[src/rtl/instruction_fetcher_if.sv]
// -----------------------------------------------------------------------------
// instruction_fetcher_if
// Bundles the fetch request, the memory read port and the fetch result of the
// instruction fetcher.
//   start, pc         : fetch request and instruction start address
//   mem_addr          : byte address presented to memory
//   mem_data          : byte returned combinationally by memory for mem_addr
//   instruction       : last completed instruction
//   next_pc           : address following the last completed instruction
//   done              : one-cycle pulse, instruction/next_pc newly valid
//   busy              : fetch in progress
// Modports:
//   master : requester plus memory side (drives start, pc, mem_data)
//   slave  : the fetcher itself
// -----------------------------------------------------------------------------
interface instruction_fetcher_if #(
  parameter int ADDR_W  = 13,
  parameter int INSTR_W = 19
);
  logic               start;
  logic [ADDR_W-1:0]  pc;
  logic [ADDR_W-1:0]  mem_addr;
  logic [7:0]         mem_data;
  logic [INSTR_W-1:0] instruction;
  logic [ADDR_W-1:0]  next_pc;
  logic               done;
  logic               busy;

  modport master (
    output start, pc, mem_data,
    input  mem_addr, instruction, next_pc, done, busy
  );

  modport slave (
    input  start, pc, mem_data,
    output mem_addr, instruction, next_pc, done, busy
  );
endinterface

[src/rtl/instruction_fetcher.sv]
// -----------------------------------------------------------------------------
// instruction_fetcher
// Reads three consecutive bytes starting at pc from a byte-wide memory with a
// combinational read path and assembles them, big-endian, into one
// INSTR_W-bit instruction. One address is issued per cycle; the returned byte
// is captured on the following rising edge.
// Ports:
//   clk : system clock
//   rst : asynchronous, active-low reset
//   bus : instruction_fetcher_if.slave (start, pc, mem_addr, mem_data,
//         instruction, next_pc, done, busy)
// -----------------------------------------------------------------------------
module instruction_fetcher #(
  parameter int ADDR_W  = 13,
  parameter int INSTR_W = 19
) (
  input  logic                  clk,
  input  logic                  rst,
  instruction_fetcher_if.slave  bus
);

  // Number of bits of the first byte that land in the instruction.
  localparam int HI_W = INSTR_W - 16;

  typedef enum logic [2:0] {
    IDLE   = 3'd0,
    FETCH0 = 3'd1,
    FETCH1 = 3'd2,
    FETCH2 = 3'd3,
    DONE   = 3'd4
  } state_t;

  state_t             state;
  logic [ADDR_W-1:0]  base;
  logic [7:0]         hi_byte;
  logic [7:0]         mid_byte;
  logic [INSTR_W-1:0] instruction_q;
  logic [ADDR_W-1:0]  next_pc_q;
  logic               done_q;
  logic               busy_q;
  logic [ADDR_W-1:0]  mem_addr_c;

  // Address offset with wrap modulo 2^ADDR_W.
  function automatic logic [ADDR_W-1:0] addr_add(input logic [ADDR_W-1:0] a,
                                                 input logic [1:0]        off);
    return a + ADDR_W'(off);
  endfunction

  // Big-endian assembly; the unused upper bits of the first byte are dropped.
  function automatic logic [INSTR_W-1:0] pack_instr(input logic [7:0] hi,
                                                    input logic [7:0] mid,
                                                    input logic [7:0] lo);
    return {hi[HI_W-1:0], mid, lo};
  endfunction

  // Memory address is combinational from state and base.
  always_comb begin
    mem_addr_c = base;
    case (state)
      FETCH1:  mem_addr_c = addr_add(base, 2'd1);
      FETCH2:  mem_addr_c = addr_add(base, 2'd2);
      default: mem_addr_c = base;
    endcase
  end

  always_ff @(posedge clk or negedge rst) begin
    if (!rst) begin
      state         <= IDLE;
      base          <= '0;
      hi_byte       <= '0;
      mid_byte      <= '0;
      instruction_q <= '0;
      next_pc_q     <= '0;
      done_q        <= 1'b0;
      busy_q        <= 1'b0;
    end else begin
      case (state)
        IDLE: begin
          if (bus.start) begin
            base   <= bus.pc;
            busy_q <= 1'b1;
            state  <= FETCH0;
          end
        end
        FETCH0: begin
          hi_byte <= bus.mem_data;
          state   <= FETCH1;
        end
        FETCH1: begin
          mid_byte <= bus.mem_data;
          state    <= FETCH2;
        end
        FETCH2: begin
          // Instruction and next_pc update together so no partial result is visible.
          instruction_q <= pack_instr(hi_byte, mid_byte, bus.mem_data);
          next_pc_q     <= addr_add(base, 2'd3);
          done_q        <= 1'b1;
          busy_q        <= 1'b0;
          state         <= DONE;
        end
        DONE: begin
          done_q <= 1'b0;
          if (bus.start) begin
            base   <= bus.pc;
            busy_q <= 1'b1;
            state  <= FETCH0;
          end else begin
            state <= IDLE;
          end
        end
        default: begin
          done_q <= 1'b0;
          busy_q <= 1'b0;
          state  <= IDLE;
        end
      endcase
    end
  end

  assign bus.mem_addr    = mem_addr_c;
  assign bus.instruction = instruction_q;
  assign bus.next_pc     = next_pc_q;
  assign bus.done        = done_q;
  assign bus.busy        = busy_q;

endmodule

[src/flat_wrapper.sv]
// flat-port wrapper written by rule: the top's interface ports become plain ports
module instruction_fetcher_flat 
#(
  parameter int ADDR_W  = 13,
  parameter int INSTR_W = 19
)
  (clk, rst, bus_start, bus_pc, bus_mem_data, bus_mem_addr, bus_instruction, bus_next_pc, bus_done, bus_busy);
  instruction_fetcher_if #(.ADDR_W(ADDR_W), .INSTR_W(INSTR_W)) bus_i ();
  input  logic clk;
  input  logic rst;
  input wire logic [$bits(bus_i.start)-1:0] bus_start;
  input wire logic [$bits(bus_i.pc)-1:0] bus_pc;
  input wire logic [$bits(bus_i.mem_data)-1:0] bus_mem_data;
  output wire logic [$bits(bus_i.mem_addr)-1:0] bus_mem_addr;
  output wire logic [$bits(bus_i.instruction)-1:0] bus_instruction;
  output wire logic [$bits(bus_i.next_pc)-1:0] bus_next_pc;
  output wire logic [$bits(bus_i.done)-1:0] bus_done;
  output wire logic [$bits(bus_i.busy)-1:0] bus_busy;
  assign bus_i.start = bus_start;
  assign bus_i.pc = bus_pc;
  assign bus_i.mem_data = bus_mem_data;
  assign bus_mem_addr = bus_i.mem_addr;
  assign bus_instruction = bus_i.instruction;
  assign bus_next_pc = bus_i.next_pc;
  assign bus_done = bus_i.done;
  assign bus_busy = bus_i.busy;
  instruction_fetcher #(.ADDR_W(ADDR_W), .INSTR_W(INSTR_W)) u_core (.clk(clk), .rst(rst), .bus(bus_i));
endmodule
[config.mk]
export PLATFORM = sky130hd
export DESIGN_NAME = instruction_fetcher_flat
export DESIGN_NICKNAME = d
export VERILOG_FILES = /design/src/rtl/instruction_fetcher_if.sv /design/src/rtl/instruction_fetcher.sv /design/src/flat_wrapper.sv
export SDC_FILE = /design/constraint.sdc
export NUM_CORES = 1
export LEC_CHECK = 0
export CAP_MARGIN = 30
export CORE_ASPECT_RATIO = 0.9
export CORE_UTILIZATION = 50
export CTS_BUF_LIST = sky130_fd_sc_hd__clkbuf_8
export DETAILED_ROUTE_END_ITERATION = 8
export MAX_ROUTING_LAYER = met4
export PLACE_DENSITY = 0.81
export SLEW_MARGIN = 20
export SYNTH_ARGS = -nofsm -noshare
export SYNTH_HDL_FRONTEND = slang
export SYNTH_SLANG_ARGS = --single-unit
[constraint.sdc]
create_clock -name clk -period 2 [get_ports clk]
set_clock_uncertainty 0.15 [all_clocks]
set_input_delay 0.3 -clock clk [delete_from_list [all_inputs] [get_ports clk]]
set_output_delay 0.3 -clock clk [all_outputs]
set_load 0.05 [all_outputs]
==> impl_metrics.env <==
export IMPL_cts_tree="built"
export IMPL_synthDistinctLibCells=29
export IMPL_vias_per_cell=5.592
export IMPL_ys_warn_count=0
export IMPL_wirelength_um=8134
export IMPL_drt_initial_drc_count=112
export IMPL_synth_fa_ha_area_share_pct=1.811
export IMPL_clk_pin_slew_ps=70
export IMPL_dieArea_um2=5830
export IMPL_grt_usage_pct=29.53
export IMPL_io_buffers=70
export IMPL_worst_setup_path_type="register to output pin"
export IMPL_cts_buffers=9
export IMPL_num_rows=25
export IMPL_fin_ws_ps=-469.0
export IMPL_grt_max_degree=62
export IMPL_synthCells=224
export IMPL_instances_no_fill=404
export IMPL_syn_num_nets=252
export IMPL_ant_nets=0
export IMPL_period_share_pct=123.4
export IMPL_fmax_mhz=405.0
export IMPL_nets=360
export IMPL_status="finished with violations"
export IMPL_worstPathMaxFanout=5
export IMPL_critPathLaunchType="register"
export IMPL_core_area_um2=5286
export IMPL_dp_cells=379
export IMPL_arrival_ps=2020
export IMPL_cts_sinks=61
export IMPL_critPathRequiredTime_ps=1550
export IMPL_die_h_um=72.54
export IMPL_worst_skew_pair_late_latency_ps=350
export IMPL_ios=71
export IMPL_hold_violations=0
export IMPL_violations="negative setup slack"
export IMPL_fin_util_pct=83.46
export IMPL_fp_dieW_um=80.37
export IMPL_fin_crit_ps=2469
export IMPL_synthToLayoutAreaGrowth_pct=59.62
export IMPL_grt_overflow=0
export IMPL_ys_ff_latch=61
export IMPL_cts_root_buf="clkbuf_8"
export IMPL_drive_above_1_share_pct=43.03
export IMPL_worstMarginPinSlew_ps=592.4
export IMPL_use_met2_pct=48.12
export IMPL_rsz0062_at_grt="yes"
export IMPL_globalRouteMet1Util_pct=34.68
export IMPL_grt_pass1_wl_um=11940
export IMPL_vias=2259
export IMPL_use_met3_pct=8.302
export IMPL_place_hpwl_um=4556
export IMPL_place_gp_congestion=0.8517
export IMPL_drc=0
export IMPL_yosys_area_share_simple_pct=10.28
export IMPL_cts_max_level=3
export IMPL_grt_pass1_vias=2309
export IMPL_slew_viol_final=0
export IMPL_drt_first_pass_iters=5
export IMPL_wire_per_inst_um=20.13
export IMPL_synthMuxAreaShare_pct=17.07
export IMPL_critPathCaptureType="output pin"
export IMPL_antenna_found_initial=0
export IMPL_synth_compound_area_share_pct=5.613
export IMPL_synth_top_family_by_area="multiplexers"
export IMPL_initial_core_util_pct=52.28
export IMPL_clock_path_buffers=2
export IMPL_busiest_layer="met2"
export IMPL_fin_tns_setup_ps=-4172
export IMPL_slew_headroom_pct=60.21
export IMPL_cap_violations=0
export IMPL_syn_area_um2=2764
export IMPL_synth_xor_area_share_pct=7.288
export IMPL_ys_seq_area_share_pct=55.23
export IMPL_hp_class="input port to async pin"
export IMPL_place_ws_ps=-202.0
export IMPL_setup_viol=12
export IMPL_syn_area_per_cell_um2=12.34
export IMPL_n_antenna_cell=0
[sequential cells by signal, summed over array words and instances (netlist names)]
signal                  cells
u_core.bus.next_pc         13
u_core.bus.busy             1
u_core.mid_byte             8
u_core.hi_byte              3
u_core.bus.done             1
u_core.bus.instruction     19
u_core.state                3
u_core.base                13
[worst max-delay path: stages (launching register included)]
cell      delay [ps]
dfrtp_1          380
ha_2             240
nand2b_4          80
a211o_4          390
nor3_4           180
xor2_2           230
buf_12           170
[final cells by class]
| class | instances | area (um2) |
|---|---|---|
| clock buffer | 11 | 151.4 |
| fill | 251 | 874.6 |
| clock inverter | 5 | 73.82 |
| inverter | 5 | 21.27 |
| multi-input combinational | 148 | 1398 |
| tap | 67 | 83.83 |
| timing repair buffer | 107 | 1157 |
| sequential | 61 | 1526 |
[placed cells by master, fill, tap and decap left out, drive strengths merged, types with 6 or more instances in the layout]
master         instances
clkbuf                12
xnor2                 12
mux2                  41
o21ai                 19
xor2                  11
buf                   50
nor3                   7
clkdlybuf4s50         48
nand2                 24
inv                    6
dfrtp                 61
dlymetal6s2s           7
nor2                   9
[path summary, 6_finish.rpt]
| kind | from | depth (start not counted) | to | slack, ps |
|---|---|---|---|---|
| min reg2reg | u_core.bus.next_pc[12]$_DFFE_PN0P_ | 2 | u_core.bus.next_pc[12]$_DFFE_PN0P_ | 350 |
| max reg2reg | u_core.base[0]$_DFFE_PN0P_ | 8 | u_core.bus.next_pc[8]$_DFFE_PN0P_ | 40 |
| min in group clk | u_core.bus.next_pc[12]$_DFFE_PN0P_ | 2 | u_core.bus.next_pc[12]$_DFFE_PN0P_ | 350 |
| max | u_core.base[0]$_DFFE_PN0P_ | 6 | bus_mem_addr[10] | -470 |
| min | rst | 3 | u_core.bus.next_pc[9]$_DFFE_PN0P_ | 330 |
| max in group asynchronous | rst | 3 | u_core.base[12]$_DFFE_PN0P_ | 1080 |
[stage by stage]
stage | cell area, um2 | hold slack, ps
after floorplan | 2839 | -145.6
after CTS | 4325 | 336.8
after detailed placement | 3913 | 183.7
final | 4412 | 331.7
after global routing | 4412 | 377.7
after global placement | 3913 | 178.6
[layer usage]
metal	vias to the layer above	share of wire (%)
met3	34	5.0
met2	97	52
met1	1145	39
li1	983	-
met5	-	0
met4	0	3.8
[cell usage after synthesis]
| cell | count | share of area [%] |
|---|---|---|
| nor4_4 | 1 | 0.77 |
| nor2_1 | 8 | 1.1 |
| o22ai_1 | 1 | 0.23 |
| ha_1 | 4 | 1.8 |
| o211ai_2 | 1 | 0.45 |
| nand2_1 | 23 | 3.1 |
| nand3b_1 | 1 | 0.27 |
| nand2_2 | 1 | 0.23 |
| dfrtp_1 | 61 | 55 |
| xor2_1 | 11 | 3.5 |
| mux2i_1 | 1 | 0.36 |
| nand2b_1 | 3 | 0.68 |
| and2b_1 | 1 | 0.27 |
| nor4_1 | 3 | 0.68 |
| or2_2 | 1 | 0.23 |
| nor3b_2 | 1 | 0.45 |
| nand4_4 | 1 | 0.77 |
| nor3_1 | 7 | 1.3 |
| mux2_2 | 41 | 17 |
| a22o_1 | 1 | 0.32 |
| nand4_1 | 1 | 0.23 |
| buf_2 | 9 | 1.6 |
| nor2_2 | 1 | 0.23 |
| a211o_4 | 1 | 0.63 |
| inv_1 | 5 | 0.68 |
| buf_6 | 1 | 0.41 |
| o21ai_0 | 19 | 3.4 |
| a21oi_1 | 3 | 0.54 |
| xnor2_1 | 12 | 3.8 |
[cell families after synthesis]
| kind of cell | Yosys count |
|---|---|
| adder cells (fa/ha/maj) | 4 |
| multiplexers | 42 |
| AO/OA/AOI/OAI | 26 |
| AND/OR/NAND/NOR | 53 |
| buffers and inverters | 15 |
| flip-flops | 61 |
| XOR/XNOR | 23 |
[timing repair]
| item | in CTS | in global routing |
|---|---|---|
| buffers inserted | 4 | 5 |
| gates resized for setup | 29 | 16 |
| pin swaps | 15 | 7 |
| endpoints found under the setup margin | 13 | 22 |
| hold endpoints to repair | 61 | 0 |
| hold buffers | 1 | 0 |
Power is left out: the tool's default activity adds up to more than one toggle a clock period on the data nets, which glitch-free logic cannot reach.
